==> config.mk <==
export PLATFORM = sky130hd
export DESIGN_NAME = fmt_ini_sat_cnt
export DESIGN_NICKNAME = d
export VERILOG_FILES = /design/src/rtl/fmt_ini_sat_cnt.sv
export SDC_FILE = /design/constraint.sdc
export NUM_CORES = 1
export LEC_CHECK = 0
export CELL_PAD_IN_SITES_DETAIL_PLACEMENT = 0
export CELL_PAD_IN_SITES_GLOBAL_PLACEMENT = 1
export CORE_MARGIN = 2
export CORE_UTILIZATION = 32
export DETAILED_ROUTE_END_ITERATION = 12
export GPL_TIMING_DRIVEN = 0
export PLACE_DENSITY = 0.85
export SLEW_MARGIN = 20
export SYNTH_ARGS = -nofsm -noshare
export SYNTH_HDL_FRONTEND = slang
export SYNTH_SLANG_ARGS = --single-unit
==> constraint.sdc <==
create_clock -name clk -period 1.62 [get_ports clk]
set_clock_uncertainty 0.2 [all_clocks]
set_input_delay 0.486 -clock clk [delete_from_list [all_inputs] [get_ports clk]]
set_output_delay 0.486 -clock clk [all_outputs]
set_load 0.03 [all_outputs]
==> src/rtl/fmt_ini_sat_cnt.sv <==
// Saturating up-counter with synchronous clear; holds at all-ones.
module fmt_ini_sat_cnt #(
  parameter int W = 16
) (
  input  logic         clk,
  input  logic         rst,
  input  logic         clr,
  input  logic         inc,
  output logic [W-1:0] q
);

  always_ff @(posedge clk) begin
    if (rst || clr) begin
      q <= '0;
    end else if (inc && (q != '1)) begin
      q <= q + W'(1);
    end
  end

endmodule

==> results.toml <==
[outcome]
status = "complete, but fails checks"
violations = "negative setup slack"

[logic_synthesis]
syn-cell-area_um2 = 847
ys_seq_elements = 16
synth.avg_cell_area_um2 = 8.92
ys.flop_type = "dfxtp_1"
synthCells = 95
synth_nets = 100
ys_async_sr_fraction = 0
synth_most_common_cell = "dfxtp_1"
synth_edf_count = 0
synthTopCellsByCount = "dfxtp_1, a21oi_1, nor2_1"
synthTopCellsByArea = "dfxtp_1, a21oi_1, a41o_1"
yosysTopAreaCell = "dfxtp_1"
yosysWarnings = 0
synth_compound_area_frac = 0.219
yosysSeqAreaShare = 0.378
synth.area.mux_share = 0
synthXorXnorAreaFrac = 0.0310
synth_top_family_by_area = "simple AND/OR/NAND/NOR gates"
synth.top_cell.area_share = 0.378
synth-simple-area-share = 0.338
post_synth_num_cell_types = 30
synthAdderAreaFrac = 0.0148

[worst_setup_path]
end_kind = "register"
cp.arrival_ns = 1.77
r2r_start = "q[9]"
cp-start-kind = "register"
worstSetupPathType = "reg2reg"
timing.rr.end = "q[15]"
ff2ff_path_depth = 6
required_ns = 1.63
reg2reg_slack_ns = -0.14
cp_max_fo = 8

[global_routing]
grt_pass1_vias = 800
antenna_found_initial = 0
grt_util_all_layers = 0.148
grt-ovfl-total = 0
grt_pass1_wl_mm = 3.68
grt_max_degree = 11

[worst_hold_path]
whs_endpoint = "q[1]"
min_from = "q[1]"
hold_path.class = "reg2reg"
holdPathStages = 2

[die]
die_x_um = 55.5
coreArea_um2 = 2500
die_area_um2 = 3070
rows = 18
initial_core_util = 0.339
die_y_um = 55.5
io_pins = 20

[cts]
cts_sinks = 16
clk_latency_ns = 0.28
postCtsHoldBufs = 0
cts.htree.levels = 1
path_clk_slew_ns = 0.09
cts_tree = "done"
cts_buffers = 3
root_buffer = "clkbuf_4"
cts.path.max_buffers = 2

[drt]
drt_pass1_iterations = 4
viasPerCell = 5.57
wl_mm = 2.33
remaining_drc_errors = 0
drt_iter0_markers = 18
ant_nets = 0
wl_per_cell_um = 14.1
via_count = 919

[timing]
rsz0062_at_grt = "yes"
finalCritPeriodShare = 1.09
relSlewSlack = 0.711
tightest_slew_ns = 0.431
fin_ws_ns = -0.141
fin_crit_ns = 1.76
setup_viol = 14
hold_viol = 0
fmax_mhz = 568
final_max_slew_viol_count = 0

[placement]
place_inst = 144
dpl.hpwl_mm = 1.48
routabilityCongestion = 0.724
io_buffers = 19

[pwr]
vdd_drop_max_v = 0.000354
power_w = 0.000632
power_leakage_nw = 0.581
power_density_nw_per_um2 = 471

[layout]
fin_cells = 165
diodes = 0
largest_reg_flops = 16
largest_register = "q"
drive_gt1_frac = 0.548
nNetsFinal = 141
syn2layout_area_growth_pct = 58.5
reg_top3 = "q (16)"

[job]
max_cap_violations = 0
worst max-delay path by stage:
stage	cells after the start	start	endpoint	slack, ns
after floorplan	5	q[9]	q[5]	-0.18
after global placement	5	inc	q[10]	-0.79
after detailed placement	5	inc	q[10]	-0.80
after CTS	5	q[0]	q[7]	-0.08
after global routing	5	q[0]	q[6]	-0.19
final	6	q[9]	q[15]	-0.14
critical path, cell delays in order (launching register included):
cell	delay [ns]
dfxtp_4	0.36
buf_8	0.10
nand4_1	0.11
buf_4	0.17
nor4_4	0.44
o31ai_1	0.15
a21oi_1	0.16
routing by layer:
layer  GRT usage  vias up  share of wire
li1            -      459              -
met1       0.188      440           0.45
met2       0.257       16           0.51
met3      0.0211        4          0.033
met4      0.0453        0          0.012
met5           0        -              0
kinds of logic after synthesis:
kind of cell	count (synthesis)
simple gates	44
compound gates	27
flops	16
buf+inv	4
xor+xnor	3
fa+ha+maj	1
report_power, final:
part           leakage (nW)  internal, W  switching (W)
clock network        0.0154    0.0000894       0.000120
registers             0.141     0.000376     0.00000291
logic                 0.425    0.0000202      0.0000236
total                 0.581     0.000485       0.000147
repair_timing:
item / 4_1_cts / 5_1_grt
setup buffers: 16 / 5
setup endpoints to repair: 32 / 17
gates resized for setup: 90 / 15
pin swaps: 10 / 11
area by class of cell:
type,instances,area (µm²)
Fill cell,236,1160
Multi-Input combinational cell,75,611
Sequential cell,16,370
Timing Repair Buffer,37,265
Tap cell,30,37.5
Buffer,2,28.8
Clock buffer,3,22.5
Clock inverter,1,3.75
Inverter,1,3.75
placed cells by master, fill, tap and decap left out, types with 4 or more instances in the layout:
master    count
a21oi_1       6
or3_1         4
nor2_1        7
nand4_1       5
buf_2        13
clkbuf_4      4
dfxtp_2       4
nand3_1       4
buf_4        17
nand2_1       6
dfxtp_4      12
a41o_1        4
metrics by stage:
| stage | hold slack [ns] | instance area, µm² | setup WS (ns) | util | setup TNS [ns] |
|---|---|---|---|---|---|
| finish | 0.316 | 1340 | -0.141 | 0.537 | -1.19 |
| detailed placement | 0.301 | 1170 | -0.804 | 0.469 | -10.96 |
| global placement | 0.289 | 1170 | -0.787 | 0.469 | -10.59 |
| global route | 0.342 | 1340 | -0.192 | 0.537 | -2.14 |
| floorplan | 0.332 | 946 | -0.178 | - | -0.943 |
| CTS | 0.314 | 1290 | -0.0803 | 0.516 | -0.743 |
(Power assumes the default switching activity.)
